==> config.mk <==
export PLATFORM = sky130hd
export DESIGN_NAME = fetch_queue
export DESIGN_NICKNAME = d
export VERILOG_FILES = /design/src/rtl/fetch_queue.sv
export SDC_FILE = /design/constraint.sdc
export NUM_CORES = 1
export LEC_CHECK = 0
export ABC_AREA = 1
export BUFFER_PORTS_ARGS = -buffer_cell sky130_fd_sc_hd__buf_2
export CORE_UTILIZATION = 40
export CTS_CLUSTER_DIAMETER = 30
export CTS_CLUSTER_SIZE = 30
export DETAILED_ROUTE_END_ITERATION = 6
export GPL_ROUTABILITY_DRIVEN = 0
export SETUP_SLACK_MARGIN = 0.3
export SLEW_MARGIN = 20
export SYNTH_ARGS = -nofsm -noshare
export SYNTH_HDL_FRONTEND = slang
export SYNTH_SLANG_ARGS = --single-unit
==> constraint.sdc <==
create_clock -name clk -period 6.1 [get_ports clk]
set_input_delay 0 -clock clk [delete_from_list [all_inputs] [get_ports clk]]
set_output_delay 0 -clock clk [all_outputs]
set_load 0.01 [all_outputs]
==> src/rtl/fetch_queue.sv <==
// Instruction prefetch queue: fetches sequential words over a req/ack memory port,
// buffers DEPTH {ins, pc} entries and hands the oldest to execute; redirects flush it.
module fetch_queue #(
    parameter int DEPTH = 4,
    parameter int AW    = 8
) (
    input  logic          clk,
    input  logic          rstd,
    output logic          imem_req,
    output logic [AW-1:0] imem_addr,
    input  logic          imem_ack,
    input  logic [31:0]   imem_data,
    output logic          ins_valid,
    output logic [31:0]   ins,
    output logic [31:0]   pc,
    input  logic          ins_ready,
    input  logic          redirect,
    input  logic [31:0]   redirect_pc
);

    localparam int PW = $clog2(DEPTH);
    localparam int CW = PW + 1;

    logic [31:0]   fetch_pc_reg, fetch_pc_next;
    logic [PW-1:0] head_reg, head_next;
    logic [PW-1:0] tail_reg, tail_next;
    logic [CW-1:0] count_reg, count_next;
    logic          req_reg, req_next;
    logic [AW-1:0] addr_reg, addr_next;
    logic          discard_reg, discard_next;

    logic [31:0]   ins_mem [DEPTH];
    logic [31:0]   pc_mem  [DEPTH];

    logic          ack_fire;
    logic          hold_req;
    logic          push;
    logic          pop;
    logic          unused_rpc_bits;

    assign unused_rpc_bits = ^redirect_pc[1:0];

    assign ack_fire = req_reg && imem_ack;
    assign hold_req = req_reg && !imem_ack;
    assign push     = ack_fire && !discard_reg && !redirect;
    assign pop      = (count_reg != '0) && ins_ready && !redirect;

    always_comb begin
        fetch_pc_next = fetch_pc_reg;
        head_next     = head_reg;
        tail_next     = tail_reg;
        count_next    = count_reg;
        discard_next  = discard_reg;
        if (redirect) begin
            head_next     = '0;
            tail_next     = '0;
            count_next    = '0;
            fetch_pc_next = {redirect_pc[31:2], 2'b00};
            // A request still waiting for its ack must be drained and its data dropped.
            discard_next  = hold_req;
        end else begin
            if (push) begin
                tail_next     = tail_reg + 1'b1;
                fetch_pc_next = fetch_pc_reg + 32'd4;
            end
            if (pop) begin
                head_next = head_reg + 1'b1;
            end
            count_next = count_reg + CW'(push) - CW'(pop);
            if (ack_fire && discard_reg) begin
                discard_next = 1'b0;
            end
        end
        // Counting only committed entries is enough: a new request is issued only
        // when a slot is free and nothing else can fill it before the ack.
        req_next  = hold_req || (!redirect && (count_next < CW'(DEPTH)));
        addr_next = hold_req ? addr_reg : fetch_pc_next[AW-1:0];
    end

    always_ff @(posedge clk or negedge rstd) begin
        if (!rstd) begin
            fetch_pc_reg <= '0;
            head_reg     <= '0;
            tail_reg     <= '0;
            count_reg    <= '0;
            req_reg      <= 1'b0;
            addr_reg     <= '0;
            discard_reg  <= 1'b0;
        end else begin
            fetch_pc_reg <= fetch_pc_next;
            head_reg     <= head_next;
            tail_reg     <= tail_next;
            count_reg    <= count_next;
            req_reg      <= req_next;
            addr_reg     <= addr_next;
            discard_reg  <= discard_next;
        end
    end

    // Payload storage needs no reset; the outputs are masked while the queue is empty.
    always_ff @(posedge clk) begin
        if (push) begin
            ins_mem[tail_reg] <= imem_data;
            pc_mem[tail_reg]  <= fetch_pc_reg;
        end
    end

    assign imem_req  = req_reg;
    assign imem_addr = addr_reg;
    assign ins_valid = (count_reg != '0);
    assign ins       = ins_valid ? ins_mem[head_reg] : 32'd0;
    assign pc        = ins_valid ? pc_mem[head_reg]  : 32'd0;

endmodule

-- Word-level counts from Yosys, hierarchy flattened
Memory sizes are Yosys's and may differ from the RTL's.
Index checks and enable logic that the tools add are counted.
- flip-flop bits (word level): 49
- RAM bits: 256
- logic and storage cells: 45
- memories: 2
- $add $sub $neg: 5
- $lt $le $gt $ge: 1
- mux-type cells: 13
- reduce and logical (&&, ||, !) cells: 16
- memory list (memory ; words ; bits a word ; read ports ; clocked after Yosys merged registers in ; wr ports ; RTL line ; RTL):
    ins_mem ; 4 ; 32 ; 1 ; 0 ; 1 ; 32 ; logic [31:0] ins_mem [DEPTH];
    pc_mem ; 4 ; 32 ; 1 ; 0 ; 1 ; 33 ; logic [31:0] pc_mem [DEPTH];
- operators with widths (operator ; number):
    two-way mux 32 bit ; 4
    adder 32 x 3 -> 32 bit, second input constant ; 1
    logical AND 1 bit ; 8
    two-way mux 2 bit ; 4
    nonzero test 2 bit ; 3
    adder 2 x 1 -> 2 bit, second input constant ; 2
    two-way mux 1 bit ; 4
    adder 3 x 1 -> 3 bit ; 1
    logical NOT 1 bit ; 3
    < comparator 3 bit, second input constant ; 1
    two-way mux 3 bit ; 1
    nonzero test 3 bit ; 1
    subtractor 3 x 1 -> 3 bit ; 1
    logical OR 1 bit ; 1

-- Depth between registers and ports, before layout
- word-level depth: 9
- depth in mapped cells: 11

-- Worst setup path before layout
Ideal clock, no wire load.
- kind: register to register
- from: register req_reg, in the netlist imem_req
- to: memory ins_mem[0][0], enable pin
- library setup time: 0.486 ns
- data arrival time: 3.485 ns
- data required time: 5.614 ns
- path slack: 2.129 ns
- cell stages (with the launch flop): 5
- period minus slack after synthesis: 3.971 ns
- cells stage by stage: dfrtp_1 -> nand2_2 -> nor2_8 -> nand2_4 -> nor2_1
- longest elaborated chain between the ends: 5
- RTL lines (what ; RTL line ; RTL):
    from (decl) ; 28 ; logic req_reg, req_next;
    from (signal assigned) ; 94 ; req_reg <= req_next;
    logical AND 1 bit ; 43 ; assign ack_fire = req_reg && imem_ack;
    logical AND 1 bit (2 in a row) ; 45 ; assign push = ack_fire && !discard_reg && !redirect;
    two-way mux 1 bit ; 102 ; if (push) begin
    two-way mux 1 bit (implied by the code) ; 103 ; ins_mem[tail_reg] <= imem_data;
    to (decl) ; 32 ;
No other way between the ends.

-- Final worst setup path
- from: register head_reg[0]
- to: output port pc[13]
- longest elaborated chain between the ends: 2
- RTL lines (what ; RTL line ; RTL):
    from (decl) ; 25 ; logic [PW-1:0] head_reg, head_next;
    from (signal assigned) ; 91 ; head_reg <= head_next;
    memory read (4 x 32 bit) ; -- ;
    two-way mux 32 bit ; 112 ; assign pc = ins_valid ? pc_mem[head_reg] : 32'd0;
    to (decl) ; 15 ; output logic [31:0] pc,
No other way between the ends.

==> out/results.tsv <==
stage	metric	value	unit
run_status	status	completed	
global_route	grt_usage	0.1957	
final_layout	fin_area	16960	um^2
detailed_routing	avgViaCountPerCell	4.933	
detailed_routing	via_count	9565	
synthesis	yosys_warnings	0	
final_layout	instances_no_fill	1939	
power_and_ir_drop	power.total	0.007589	W
synthesis	ys.flop_type	edfxtp_1	
final_layout	n_fill_cell	2787	
final_layout	area_growth	30.31	%
power_and_ir_drop	power_density	447.4	nW/um^2
critical_path	slowest_stage	buf_4	
worst_hold_path	holdCritPathClass	input pin to asynchronous set/reset pin	
final_layout	drive_above_1_share	0.1862	
synthesis	yosys.area.top_type	edfxtp_1	
clock_network	h-tree-depth	3	
final_layout	seqCellArea	8919	um^2
floorplanning	rows	65	
final_layout	n_antenna_cell	0	
final_layout	final_util	0.5334	
floorplanning	io_pins	143	
critical_path	reg2regPathDepth	11	
global_route	grt_pass1_wl	50.07	mm
critical_path	path_max_fanout	93	
synthesis	synth.distinct_cells	34	
clock_network	clk_pin_slew	0.04	ns
synthesis	seq_area_frac_synth	0.6847	
synthesis	synthArstFlopShare	0.1607	
power_and_ir_drop	vdd_drop_max	0.2739	mV
final_layout	final_nets	1531	
critical_path	crit_type	flip-flop to output port	
final_layout	multi_input_area	3607	um^2
critical_path	crit_chain	clkinv_2 > buf_4 > o21ai_0 > a21oi_1 > buf_2	
critical_path	slowest_delay	0.78	ns
timing	hold_violations	0	
clock_network	cts_num_sinks	305	
timing	post-route-min-period	3.254	ns
critical_path	worstSetupStartpointType	flip-flop	
synthesis	synth_area_leaders	edfxtp_1, dfrtp_1, nor2_1	
critical_path	arrival	3.25	ns
global_route	grt_remaining_overflow	0	
placed_design	hpwl	17.52	mm
clock_network	post_cts_buffers	0	
timing	finalSetupTns	0	ns
timing	setup_viol	0	
detailed_routing	totalWireLength	32.34	mm
floorplanning	die_w	182.4	um
detailed_routing	ant_nets	0	
timing	worst_slew_pin_slew	1.069	ns
detailed_routing	wl_per_cell	16.68	um
detailed_routing	dr.pass1.iters	5	
run	maxCapViolCount	0	
clock_network	clock_latency	0.55	ns
floorplanning	coreArea	31800	um^2
clock_network	post_cts_resized	0	
synthesis	yosysTopAreaCellShare	0.5905	
clock_network	cts_tree	done	
timing	slew_viol_final	0	
floorplanning	die_h	182.4	um
timing	rsz0062_at_grt	no	
power_and_ir_drop	leakage	6.621	nW
synthesis	synth_common_cells	nor2_1, edfxtp_1, nand2_1	
synthesis	ys_ff_latch	305	
detailed_routing	drc_errors	0	
synthesis	synth_area	13020	um^2
floorplanning	die_area	33270	um^2
critical_path	r2r-end	imem_req$_DFF_PN0_	
timing	max_freq	0.3073	GHz
synthesis	syn_nets	1306	
clock_network	root_buffer	clkbuf_16	
placed_design	portBuffers	140	
timing	clock_skew	0.02019	ns
detailed_routing	drt_iter0_markers	695	
global_route	grt_pass1_vias	9347	
timing	slew_headroom	0.2859	
placed_design	place_inst	1755	
clock_network	cts_buffer_depth	3	
critical_path	required	6.10	ns
placed_design	place_area	14090	um^2
floorplanning	start_util	0.4094	
critical_path	path_buf_inv	3	
clock_network	cts_buffers	66	
critical_path	critical-path-top-delay-family	buffers and inverters	
critical_path	r2r_start	count_reg[1]$_DFF_PN0_	
timing	fin_crit_sh	0.5334	
critical_path	crit_path_end_kind	output port	
synthesis	synthCells	1229	
global_route	grt_max_degree	94	
critical_path	rrSetupSlack	3.13	ns
synthesis	synth_edf_count	256	
global_route	antenna_found_initial	0	
synthesis	syn_area_per_cell	10.59	um^2
synthesis	yosysMostFrequentCell	nor2_1	
## per-stage QoR
stage	hold WS, ns	setup WS [ns]
detailed placement	0.1675	3.105
floorplan	-0.2956	2.129
global placement	0.1563	3.132
global route	0.1691	2.616
CTS	0.1236	2.761
finish	0.1292	2.846
## final cells by class
| cell class | instances | area share |
|---|---|---|
| clock inverter | 43 | 0.02914 |
| timing repair buffer | 216 | 0.08468 |
| clock buffer | 75 | 0.1011 |
| inverter | 65 | 0.01453 |
| tap | 435 | 0.03209 |
| multi-input combinational | 800 | 0.2127 |
| sequential | 305 | 0.5258 |
## cell families after synthesis
kind of cell             Yosys count  share of synthesized area
flip-flops                       305                     0.6847
AND/OR/NAND/NOR                  560                     0.1734
buffers and inverters            124                    0.04085
adder cells (fa/ha/maj)            8                   0.008266
XOR/XNOR                           2                   0.001346
AO/OA/AOI/OAI                    230                    0.09141
## layer usage
layer  wire length, um  global-route usage  share of wire
met1             14410              0.2547           0.45
met2             15400              0.3274           0.48
met3              1691             0.03452          0.052
met4               839             0.07294          0.026
met5                 0                   0              0
## power by group
part	internal, W	leakage [nW]	switching (W)
clock	0.00239	1.07	0.00109
combinational	0.000479	2.63	0.00100
sequential	0.00246	2.92	0.000170
total	0.00533	6.62	0.00226
## what timing repair did
action,in CTS,in global routing
endpoints found under the setup margin,0,0
hold buffers,66,0
endpoints found under the hold margin,221,0
## tightest hold or removal path, cell delays in order
cell and delay, ns:
dlygate4sd3_1 0.52, buf_2 0.09, buf_4 0.53
## how the worst max path moves through the flow
| stage | slack [ns] | to | depth (start not counted) | start |
|---|---|---|---|---|
| after floorplan | 2.13 | ins_mem[0][0]$_DFFE_PP_ | 4 | imem_req$_DFF_PN0_ |
| after global placement | 3.13 | imem_req$_DFF_PN0_ | 11 | count_reg[1]$_DFF_PN0_ |
| after detailed placement | 3.10 | imem_req$_DFF_PN0_ | 11 | count_reg[2]$_DFF_PN0_ |
| after CTS | 2.76 | pc[0] | 7 | head_reg[1]$_DFFE_PN0P_ |
| after global routing | 2.62 | ins[2] | 7 | head_reg[1]$_DFFE_PN0P_ |
| final | 2.85 | pc[13] | 5 | head_reg[0]$_DFFE_PN0P_ |
## layout by cell type, fill, tap and decap left out, types with 3 or more instances in the layout
cell type,n
a21oi_1,67
clkinv_8,3
buf_2,140
inv_6,3
buf_4,10
clkinvlp_4,6
clkinv_1,11
bufinv_16,9
clkbuf_1,6
clkbuf_8,3
nor2_4,7
nand2_1,173
edfxtp_1,256
inv_2,3
ha_1,7
o21ai_0,145
dfrtp_1,47
inv_1,60
clkbuf_16,66
nor2_1,306
nor2_2,5
nand3_1,58
o21ai_1,4
dlygate4sd3_1,66
clkinv_2,11
or2_2,4
o21bai_1,7
No activity file was read; power rests on OpenSTA's default activity.
